**config.mk**
```make
export PLATFORM = sky130hd
export DESIGN_NAME = adc_spi_responder
export DESIGN_NICKNAME = d
export VERILOG_FILES = /design/src/rtl/adc_spi_responder.sv
export SDC_FILE = /design/constraint.sdc
export NUM_CORES = 1
export LEC_CHECK = 0
export CAP_MARGIN = 10
export CORE_MARGIN = 1
export CORE_UTILIZATION = 55
export CTS_BUF_LIST = sky130_fd_sc_hd__clkbuf_4 sky130_fd_sc_hd__clkbuf_8
export DETAILED_ROUTE_END_ITERATION = 16
export PLACE_DENSITY_LB_ADDON = 0.08
export RECOVER_POWER = 25
export REMOVE_ABC_BUFFERS = 1
export SKIP_LAST_GASP = 1
export SYNTH_ARGS = -nofsm -noshare
export SYNTH_HDL_FRONTEND = slang
export SYNTH_SLANG_ARGS = --single-unit
```
**constraint.sdc**
```tcl
create_clock -name clk -period 3.05 [get_ports clk]
set_input_delay 0.61 -clock clk [delete_from_list [all_inputs] [get_ports clk]]
set_output_delay 0.61 -clock clk [all_outputs]
set_load 0.05 [all_outputs]
```
**src/rtl/adc_spi_responder.sv**
```systemverilog
// SPI responder that emulates a 2-channel 12-bit serial ADC (MCP3202-style frame).
// All master pins are oversampled with clk; SCLK is only ever treated as data.
module adc_spi_responder #(
    parameter int   SYNC_STAGES = 2,
    parameter int   DATA_W      = 12,
    parameter logic IDLE_DOUT   = 1'b0
) (
    input  logic              clk,
    input  logic              rst_n,
    input  logic              adc_cs_n,
    input  logic              adc_sclk,
    input  logic              adc_din,
    output logic              adc_dout,
    input  logic [DATA_W-1:0] ch0_value,
    input  logic [DATA_W-1:0] ch1_value,
    output logic              busy,
    output logic              conv_done,
    output logic              conv_ch,
    output logic              frame_err
);

    localparam int CNT_W = $clog2(DATA_W + 2);
    localparam logic [CNT_W-1:0] DATA_END = CNT_W'(DATA_W + 1);
    localparam logic [CNT_W-1:0] TAIL_END = CNT_W'(DATA_W - 2);

    typedef enum logic [2:0] {
        ST_IDLE  = 3'd0,
        ST_START = 3'd1,
        ST_CMD   = 3'd2,
        ST_DATA  = 3'd3,
        ST_TAIL  = 3'd4,
        ST_HOLD  = 3'd5
    } state_t;

    logic [SYNC_STAGES-1:0] r_cs_sync;
    logic [SYNC_STAGES-1:0] r_sclk_sync;
    logic [SYNC_STAGES-1:0] r_din_sync;
    logic                   r_sclk_d;

    state_t             r_state;
    logic [1:0]         r_cmd_cnt;
    logic [CNT_W-1:0]   r_bit_cnt;
    logic               r_sgl;
    logic               r_odd;
    logic               r_msbf;
    logic [DATA_W-1:0]  r_shift;
    logic               r_dout;
    logic               r_busy;
    logic               r_conv_done;
    logic               r_conv_ch;
    logic               r_frame_err;

    logic               w_cs_n;
    logic               w_sclk;
    logic               w_din;
    logic               w_rise;
    logic               w_fall;
    logic [DATA_W:0]    w_diff;
    logic [DATA_W-1:0]  w_sample;

    // Synchronizer chains plus the delayed SCLK copy used for edge detection
    always_ff @(posedge clk or negedge rst_n) begin
        if (!rst_n) begin
            r_cs_sync   <= '1;
            r_sclk_sync <= '0;
            r_din_sync  <= '0;
            r_sclk_d    <= 1'b0;
        end else begin
            r_cs_sync   <= {r_cs_sync[SYNC_STAGES-2:0], adc_cs_n};
            r_sclk_sync <= {r_sclk_sync[SYNC_STAGES-2:0], adc_sclk};
            r_din_sync  <= {r_din_sync[SYNC_STAGES-2:0], adc_din};
            r_sclk_d    <= r_sclk_sync[SYNC_STAGES-1];
        end
    end

    assign w_cs_n = r_cs_sync[SYNC_STAGES-1];
    assign w_sclk = r_sclk_sync[SYNC_STAGES-1];
    assign w_din  = r_din_sync[SYNC_STAGES-1];
    assign w_rise = w_sclk & ~r_sclk_d;
    assign w_fall = ~w_sclk & r_sclk_d;

    // Conversion result: single-ended pick or pseudo-differential, clamped at zero
    always_comb begin
        w_diff   = '0;
        w_sample = '0;
        if (r_sgl) begin
            w_sample = r_odd ? ch1_value : ch0_value;
        end else begin
            w_diff   = r_odd ? ({1'b0, ch1_value} - {1'b0, ch0_value})
                             : ({1'b0, ch0_value} - {1'b0, ch1_value});
            w_sample = w_diff[DATA_W] ? '0 : w_diff[DATA_W-1:0];
        end
    end

    // Frame state machine; r_shift rotates so the LSB-first tail can reuse it
    always_ff @(posedge clk or negedge rst_n) begin
        if (!rst_n) begin
            r_state     <= ST_IDLE;
            r_cmd_cnt   <= 2'd0;
            r_bit_cnt   <= '0;
            r_sgl       <= 1'b0;
            r_odd       <= 1'b0;
            r_msbf      <= 1'b0;
            r_shift     <= '0;
            r_dout      <= IDLE_DOUT;
            r_busy      <= 1'b0;
            r_conv_done <= 1'b0;
            r_conv_ch   <= 1'b0;
            r_frame_err <= 1'b0;
        end else begin
            r_conv_done <= 1'b0;
            r_frame_err <= 1'b0;
            if (w_cs_n) begin
                r_state   <= ST_IDLE;
                r_busy    <= 1'b0;
                r_dout    <= IDLE_DOUT;
                r_cmd_cnt <= 2'd0;
                r_bit_cnt <= '0;
                if (r_state == ST_START || r_state == ST_CMD || r_state == ST_DATA) begin
                    r_frame_err <= 1'b1;
                end else begin
                    r_frame_err <= 1'b0;
                end
            end else begin
                case (r_state)
                    ST_IDLE: begin
                        r_state <= ST_START;
                        r_busy  <= 1'b1;
                        r_sgl   <= 1'b0;
                        r_odd   <= 1'b0;
                        r_msbf  <= 1'b0;
                    end
                    ST_START: begin
                        if (w_rise && w_din) begin
                            r_state   <= ST_CMD;
                            r_cmd_cnt <= 2'd0;
                        end
                    end
                    ST_CMD: begin
                        if (w_rise) begin
                            r_cmd_cnt <= r_cmd_cnt + 2'd1;
                            case (r_cmd_cnt)
                                2'd0:    r_sgl <= w_din;
                                2'd1:    r_odd <= w_din;
                                default: begin
                                    r_msbf    <= w_din;
                                    r_shift   <= w_sample;
                                    r_bit_cnt <= '0;
                                    r_state   <= ST_DATA;
                                end
                            endcase
                        end
                    end
                    ST_DATA: begin
                        if (w_fall && r_bit_cnt != DATA_END) begin
                            r_bit_cnt <= r_bit_cnt + {{(CNT_W-1){1'b0}}, 1'b1};
                            if (r_bit_cnt == '0) begin
                                r_dout <= 1'b0;
                            end else begin
                                r_dout  <= r_shift[DATA_W-1];
                                r_shift <= {r_shift[DATA_W-2:0], r_shift[DATA_W-1]};
                            end
                        end else if (w_rise && r_bit_cnt == DATA_END) begin
                            r_conv_done <= 1'b1;
                            r_conv_ch   <= r_odd;
                            r_bit_cnt   <= '0;
                            r_state     <= r_msbf ? ST_HOLD : ST_TAIL;
                        end
                    end
                    ST_TAIL: begin
                        if (w_fall) begin
                            r_dout  <= r_shift[1];
                            r_shift <= {r_shift[0], r_shift[DATA_W-1:1]};
                            if (r_bit_cnt == TAIL_END) begin
                                r_state <= ST_HOLD;
                            end else begin
                                r_bit_cnt <= r_bit_cnt + {{(CNT_W-1){1'b0}}, 1'b1};
                            end
                        end
                    end
                    ST_HOLD: begin
                        if (w_fall) begin
                            r_dout <= IDLE_DOUT;
                        end
                    end
                    default: begin
                        r_state <= ST_IDLE;
                        r_busy  <= 1'b0;
                        r_dout  <= IDLE_DOUT;
                    end
                endcase
            end
        end
    end

    assign adc_dout  = r_dout;
    assign busy      = r_busy;
    assign conv_done = r_conv_done;
    assign conv_ch   = r_conv_ch;
    assign frame_err = r_frame_err;

endmodule
```
==> results of run 1 <==
-- power breakdown --
| group | switching [mW] | internal [mW] |
|---|---|---|
| Clock | 0.175 | 0.192 |
| Combinational | 0.479 | 0.392 |
| Sequential | 0.176 | 0.591 |
-- cell type report --
type / count / share of cell area
clock inverters: 1 / 0.001897
flip-flops and latches: 36 / 0.2283
clock buffers: 7 / 0.02276
repair buffers: 63 / 0.1401
well taps: 72 / 0.02276
inverters: 35 / 0.03320
multi-input cells: 309 / 0.5511
-- state kept, by name, indices dropped and copies added (netlist names) --
register and flops:
r_shift 12, r_state 3, r_din_sync 2, conv_ch 1
r_bit_cnt 4, conv_done 1, r_cs_sync 2, r_sclk_sync 2
r_sclk_d 1, r_odd 1, r_msbf 1, adc_dout 1
r_cmd_cnt 2, frame_err 1, busy 1, r_sgl 1
-- cells by family after synthesis --
family | count (synthesis) | synth area share
adder cells (fa/ha/maj) | 32 | 0.1259
flip-flops | 36 | 0.2737
AO/OA/AOI/OAI | 152 | 0.3040
buffers and inverters | 57 | 0.06899
XOR/XNOR | 7 | 0.01858
multiplexers | 14 | 0.04322
AND/OR/NAND/NOR | 104 | 0.1657
-- worst register-to-register path, stage by stage (launching register included) --
cell and delay, ns:
dfrtp_1 0.45, inv_1 0.11, ha_1 0.14, nand3_1 0.19
o21a_1 0.24, a2111oi_0 0.60, nor2_1 0.23, o21ai_0 0.21
a22o_1 0.14
-- path summary, 6_finish.rpt --
check                      slack (ns)  cells after the start       endpoint          start
max in group asynchronous        0.59                      2     r_shift[3]          rst_n
min reg2reg                      0.35                      0  r_din_sync[1]  r_din_sync[0]
min                              0.35                      0  r_din_sync[1]  r_din_sync[0]
max reg2reg                      0.69                      8   r_bit_cnt[3]   r_bit_cnt[1]
max                              0.18                     10     r_shift[6]   ch0_value[3]
min in group asynchronous        1.36                      2       adc_dout          rst_n
-- layout by cell type, fill, tap and decap left out, types with 3 or more instances in the layout --
cell             Yosys  routed
a211oi_1            12      12
xor2_1               4       4
nand4_1              4       4
ha_1                30      30
o21a_1               5       5
o21bai_1             4       4
nand2_1             27      27
mux2i_1             12      12
a2111o_1             3       3
clkbuf_8             0       6
clkdlybuf4s50_1      0      28
nor2b_1              5       5
nand2b_1             7       7
inv_1               35      35
dlygate4sd3_1        0       4
buf_4                3      29
nor2_1              22      22
a22o_1               4       4
dfrtp_1             34      34
a22oi_1              8       8
o21ai_0             37      37
a21oi_1             37      37
o22ai_1              4       4
a221oi_1             4       4
nor3_1               6       6
xnor2_1              3       3
or2_2                3       3
nand3b_1             5       5
a31oi_1             10      10
o211ai_1             4       4
nand3_1             10      10
-- metal layers --
| metal | track usage | vias to the layer above | share of wire |
|---|---|---|---|
| met1 | 0.3918 | 1535 | 0.48 |
| met3 | 0.05371 | 15 | 0.056 |
| met4 | 0.08182 | 0 | 0.016 |
| met2 | 0.4385 | 105 | 0.45 |
| met5 | 0 | - | 0 |
| li1 | - | 1567 | - |
==> flow_metrics.py, run 1 <==
metrics = {
    "clock_network": {
        "htreeDepth": 2,
        "cts-root-buf": "clkbuf_8",
        "cts_buffers": 5,
        "cts_buffer_depth": 2,
        "cts_setup_buffers": 0,
        "path_clk_slew_ns": 0.07,
        "cts_sinks": 36,
        "cts_resized": 0,
        "clk_latency_ns": 0.30,
        "tritoncts": "done",
        "ctsHoldBuffers": 0,
    },
    "sta": {
        "finalClockSkew_ns": 0.004706,
        "finalSetupViolCount": 0,
        "timing.setup.tns_ns": 0,
        "period_minus_slack_ns": 2.872,
        "worst_slew_pin_slew_ns": 1.885,
        "finalCritPeriodShare": 0.9417,
        "rsz0062_at_grt": "false",
        "hold_viol": 0,
        "clock.fmax_mhz": 348.2,
        "layout_setup_ws_ns": 0.1777,
        "slew_headroom": -0.2568,
        "drv_slew": 37,
        "holdWs_ns": 0.3517,
    },
    "synth": {
        "avgSynthCellArea_um2": 8.211,
        "synth_flop_cell": "dfrtp_1",
        "synth-async-reset-ratio": 1.000,
        "yosys-top-cells-count": "37 x a21oi_1, 37 x o21ai_0, 35 x inv_1",
        "synthCells": 402,
        "yosysTopAreaCell": "dfrtp_1",
        "ys_seq_elements": 36,
        "netlist.area_leader.share": 0.2578,
        "synthTopCellsByArea": "dfrtp_1 26%, ha_1 11%, a21oi_1 5.6%",
        "synth_edf_count": 0,
        "yosysUniqueCellTypes": 63,
        "synth_area_um2": 3301,
        "yosys_warnings": 0,
        "ys_seq_area_frac": 0.2737,
    },
    "placement": {
        "io_buffers": 33,
        "placed_cell_area_um2": 3859,
        "dp_hpwl_um": 6202,
        "pre_cts_ws_ns": -0.2719,
        "gp_congestion": 0.9133,
        "place_inst": 515,
    },
    "grt": {
        "grt_max_degree": 37,
        "grtUsageTotal": 0.2808,
        "antenna_found_initial": 0,
        "grt_pass1_wl_um": 13900,
        "overflow": 0,
        "grt_pass1_vias": 2994,
    },
    "worst_setup_path": {
        "cp_slowest_cell": "clkdlybuf4s50_1",
        "cp.required_ns": 3.27,
        "crit_path_start_kind": "primary input",
        "path_buf_inv": 3,
        "critPathArrivalTime_ns": 3.10,
        "slowest_delay_ns": 0.47,
        "critPathMaxFanout": 7,
        "crit_type": "in -> reg",
        "crit_family": "compound AO/OA/AOI/OAI gates",
        "crit_chain": "clkdlybuf4s50_1 -> inv_1 -> ha_1 -> a21oi_1 -> and2_4 -> a2111o_1 -> a2111oi_4 -> buf_4 -> o221ai_1 -> a31oi_1",
        "end_kind": "flip-flop",
    },
    "final_layout": {
        "fin_util": 0.7015,
        "regArea_um2": 903.4,
        "filler_cell_count": 458,
        "drive_above_1_share": 0.1220,
        "nNetsFinal": 511,
        "area_growth_pct": 19.90,
        "final_cell_area_um2": 3958,
        "n_antenna_cell": 0,
        "multiInputGateArea_um2": 2181,
        "final_cell_count_no_fill": 523,
    },
    "routing": {
        "dr.pass1.iters": 5,
        "route.vias.total": 3222,
        "totalWireLength_um": 8150,
        "drc": 0,
        "ant_nets": 0,
        "routedWlPerCell_um": 15.58,
        "vias_per_cell": 6.161,
        "detail_route.iter0.violations": 268,
    },
    "die": {
        "start_util": 0.5851,
        "core_um2": 5642,
        "ios": 34,
        "die_h_um": 79.47,
        "rows": 27,
        "fp.dieW_um": 79.47,
        "die_area_um2": 6315,
    },
    "power_and_ir_drop": {
        "ir_drop_mv": 0.3999,
        "leakage_nw": 1.652,
        "power_density_nw_per_um2": 506.6,
        "power_mw": 2.005,
    },
    "run": {
        "drv_cap": 1,
    },
    "worst_hold_path": {
        "hold_class": "reg -> reg",
    },
    "status": {
        "violations": "capacitance limit, slew limit",
        "outcome": "complete, but fails checks",
    },
}
No activity file was read; power rests on OpenSTA's default activity.
==> run 2, diff against run 1 <==
--- a/config.mk
+++ b/config.mk
@@ -7,7 +7,7 @@
 export LEC_CHECK = 0
 export CAP_MARGIN = 10
 export CORE_MARGIN = 1
-export CORE_UTILIZATION = 55
+export CORE_UTILIZATION = 60
 export CTS_BUF_LIST = sky130_fd_sc_hd__clkbuf_4 sky130_fd_sc_hd__clkbuf_8
 export DETAILED_ROUTE_END_ITERATION = 16
 export PLACE_DENSITY_LB_ADDON = 0.08
==> run 2 against run 1 <==
  * The run still ends with capacitance limit, slew limit left
  * First-iteration DRC count fell by 16%
  * Clock power down 8.7%
  * Critical path depth did not move
  * Design area fell by 0.19%
  * Sequential power down 0.5%
  * Wire length fell by 0.72%
  * Die area is 8.1% lower
  * Count of clock-buffer cells in the layout decreased by 2
  * Clock skew rose by 0.00082 ns
  * Final cell count is 0.57% lower
  * Highest routed layer unchanged
==> flow_metrics.py, run 2 (same netlist as run 1, synthesis figures left out) <==
metrics = {
    "die": {
        "rows": 26,
        "die_h_um": 76.17,
        "ios": 34,
        "start_util": 0.6341,
        "die_area_um2": 5802,
        "fp.dieW_um": 76.17,
        "core_um2": 5205,
    },
    "routing": {
        "routedWlPerCell_um": 15.56,
        "route.vias.total": 3194,
        "drc": 0,
        "totalWireLength_um": 8091,
        "vias_per_cell": 6.142,
        "detail_route.iter0.violations": 224,
        "ant_nets": 0,
        "dr.pass1.iters": 5,
    },
    "sta": {
        "layout_setup_ws_ns": 0.1744,
        "clock.fmax_mhz": 347.8,
        "hold_viol": 0,
        "period_minus_slack_ns": 2.876,
        "worst_slew_pin_slew_ns": 1.840,
        "rsz0062_at_grt": "false",
        "finalClockSkew_ns": 0.005523,
        "slew_headroom": -0.2263,
        "finalSetupViolCount": 0,
        "finalCritPeriodShare": 0.9428,
        "drv_slew": 37,
    },
    "run": {
        "drv_cap": 1,
    },
    "clock_network": {
        "cts_buffer_depth": 2,
        "clk_latency_ns": 0.30,
        "htreeDepth": 2,
        "tritoncts": "done",
        "path_clk_slew_ns": 0.07,
        "cts-root-buf": "clkbuf_8",
        "cts_buffers": 5,
        "ctsHoldBuffers": 0,
        "cts_setup_buffers": 0,
        "cts_sinks": 36,
    },
    "worst_setup_path": {
        "crit_chain": "clkdlybuf4s50_1 -> inv_1 -> ha_2 -> and3_4 -> nor3_1 -> a2111o_1 -> a2111oi_4 -> buf_4 -> o221ai_1 -> a31oi_1",
        "cp_slowest_cell": "clkdlybuf4s50_1",
        "critPathMaxFanout": 7,
        "crit_type": "in -> reg",
        "cp.required_ns": 3.27,
        "slowest_delay_ns": 0.48,
        "critPathArrivalTime_ns": 3.10,
        "end_kind": "flip-flop",
        "crit_family": "compound AO/OA/AOI/OAI gates",
        "path_buf_inv": 3,
        "crit_path_start_kind": "primary input",
    },
    "power_and_ir_drop": {
        "ir_drop_mv": 0.4291,
        "leakage_nw": 1.651,
        "power_density_nw_per_um2": 501.6,
    },
    "final_layout": {
        "n_antenna_cell": 0,
        "layout_common_cells": "37 x a21oi_1, 37 x o21ai_0, 35 x inv_1",
        "area_growth_pct": 19.67,
        "multiInputGateArea_um2": 2191,
        "regArea_um2": 903.4,
        "reg.largest.list": "r_shift (12), r_bit_cnt (4), r_state (3)",
        "final_cell_count_no_fill": 520,
        "largest_reg_flops": 12,
        "drive_above_1_share": 0.1267,
        "top_register": "r_shift",
        "filler_cell_count": 414,
        "nNetsFinal": 510,
    },
    "grt": {
        "use_met2": 0.4600,
        "met3_usage": 0.04431,
        "top_usage_layer": "met2",
        "grt_use_met1": 0.4456,
        "grt_pass1_wl_um": 14200,
        "antenna_found_initial": 0,
        "grt_max_degree": 37,
        "grt_pass1_vias": 3004,
        "overflow": 0,
        "grtUsageTotal": 0.3021,
    },
    "status": {
        "violations": "capacitance limit, slew limit",
        "outcome": "complete, but fails checks",
    },
    "worst_hold_path": {
        "hold_class": "reg -> reg",
    },
    "placement": {
        "place_inst": 512,
        "dp_hpwl_um": 6266,
        "pre_cts_ws_ns": -0.2697,
        "io_buffers": 33,
        "gp_congestion": 0.9721,
    },
}
## run 2: per-stage QoR
step	hold slack, ns	TNS (ns)	power [mW]	utilization	area, um^2
CTS	0.3519	0	1.970	0.7563	3936
floorplan	0.3144	0	1.319	-	3204
finish	0.3510	0	1.981	0.7589	3950
global placement	0.3321	-1.395	1.599	0.7394	3849
global route	0.3590	0	2.136	0.7589	3950
detailed placement	0.3347	-2.211	1.634	0.7394	3849
## run 2: cell type report
| type | instances | area share |
|---|---|---|
| flip-flops and latches | 36 | 0.2287 |
| well taps | 70 | 0.02217 |
| clock buffers | 5 | 0.01742 |
| inverters | 35 | 0.03326 |
| clock inverters | 3 | 0.004751 |
| multi-input cells | 309 | 0.5546 |
| repair buffers | 62 | 0.1391 |
## run 2: power by group
| part | switching, mW | internal, mW | total [mW] |
|---|---|---|---|
| logic | 0.489 | 0.396 | 0.884 |
| clock network | 0.176 | 0.159 | 0.335 |
| registers | 0.172 | 0.591 | 0.763 |
## run 2: final timing paths
path | cells past startpoint | slack (ns) | endpoint | start
min in group asynchronous | 2 | 1.35 | r_shift[3] | rst_n
max in group asynchronous | 2 | 0.64 | r_state[0] | rst_n
setup reg to reg | 6 | 0.71 | r_bit_cnt[3] | r_state[2]
hold / removal | 0 | 0.35 | r_sclk_sync[1] | r_sclk_sync[0]
hold reg to reg | 0 | 0.35 | r_sclk_sync[1] | r_sclk_sync[0]
setup / recovery | 10 | 0.17 | r_shift[5] | ch0_value[3]
## run 2: what timing repair did
action,CTS,global route
gates resized for setup,0,6
endpoints found under the setup margin,0,10
hold endpoints to repair,0,0
## run 2: metal layers
metal | up-vias | part of all wire
met2 | 103 | 0.46
li1 | 1567 | -
met5 | - | 0
met4 | 0 | 0.015
met1 | 1510 | 0.48
met3 | 14 | 0.045
## run 2: worst register-to-register path, stage by stage, from the launching register on
cell and delay, ns:
dfrtp_1 0.67, nor3b_4 0.33, a21oi_1 0.10, a2111oi_0 0.60
nor2_1 0.22, o21ai_0 0.21, a22o_1 0.15
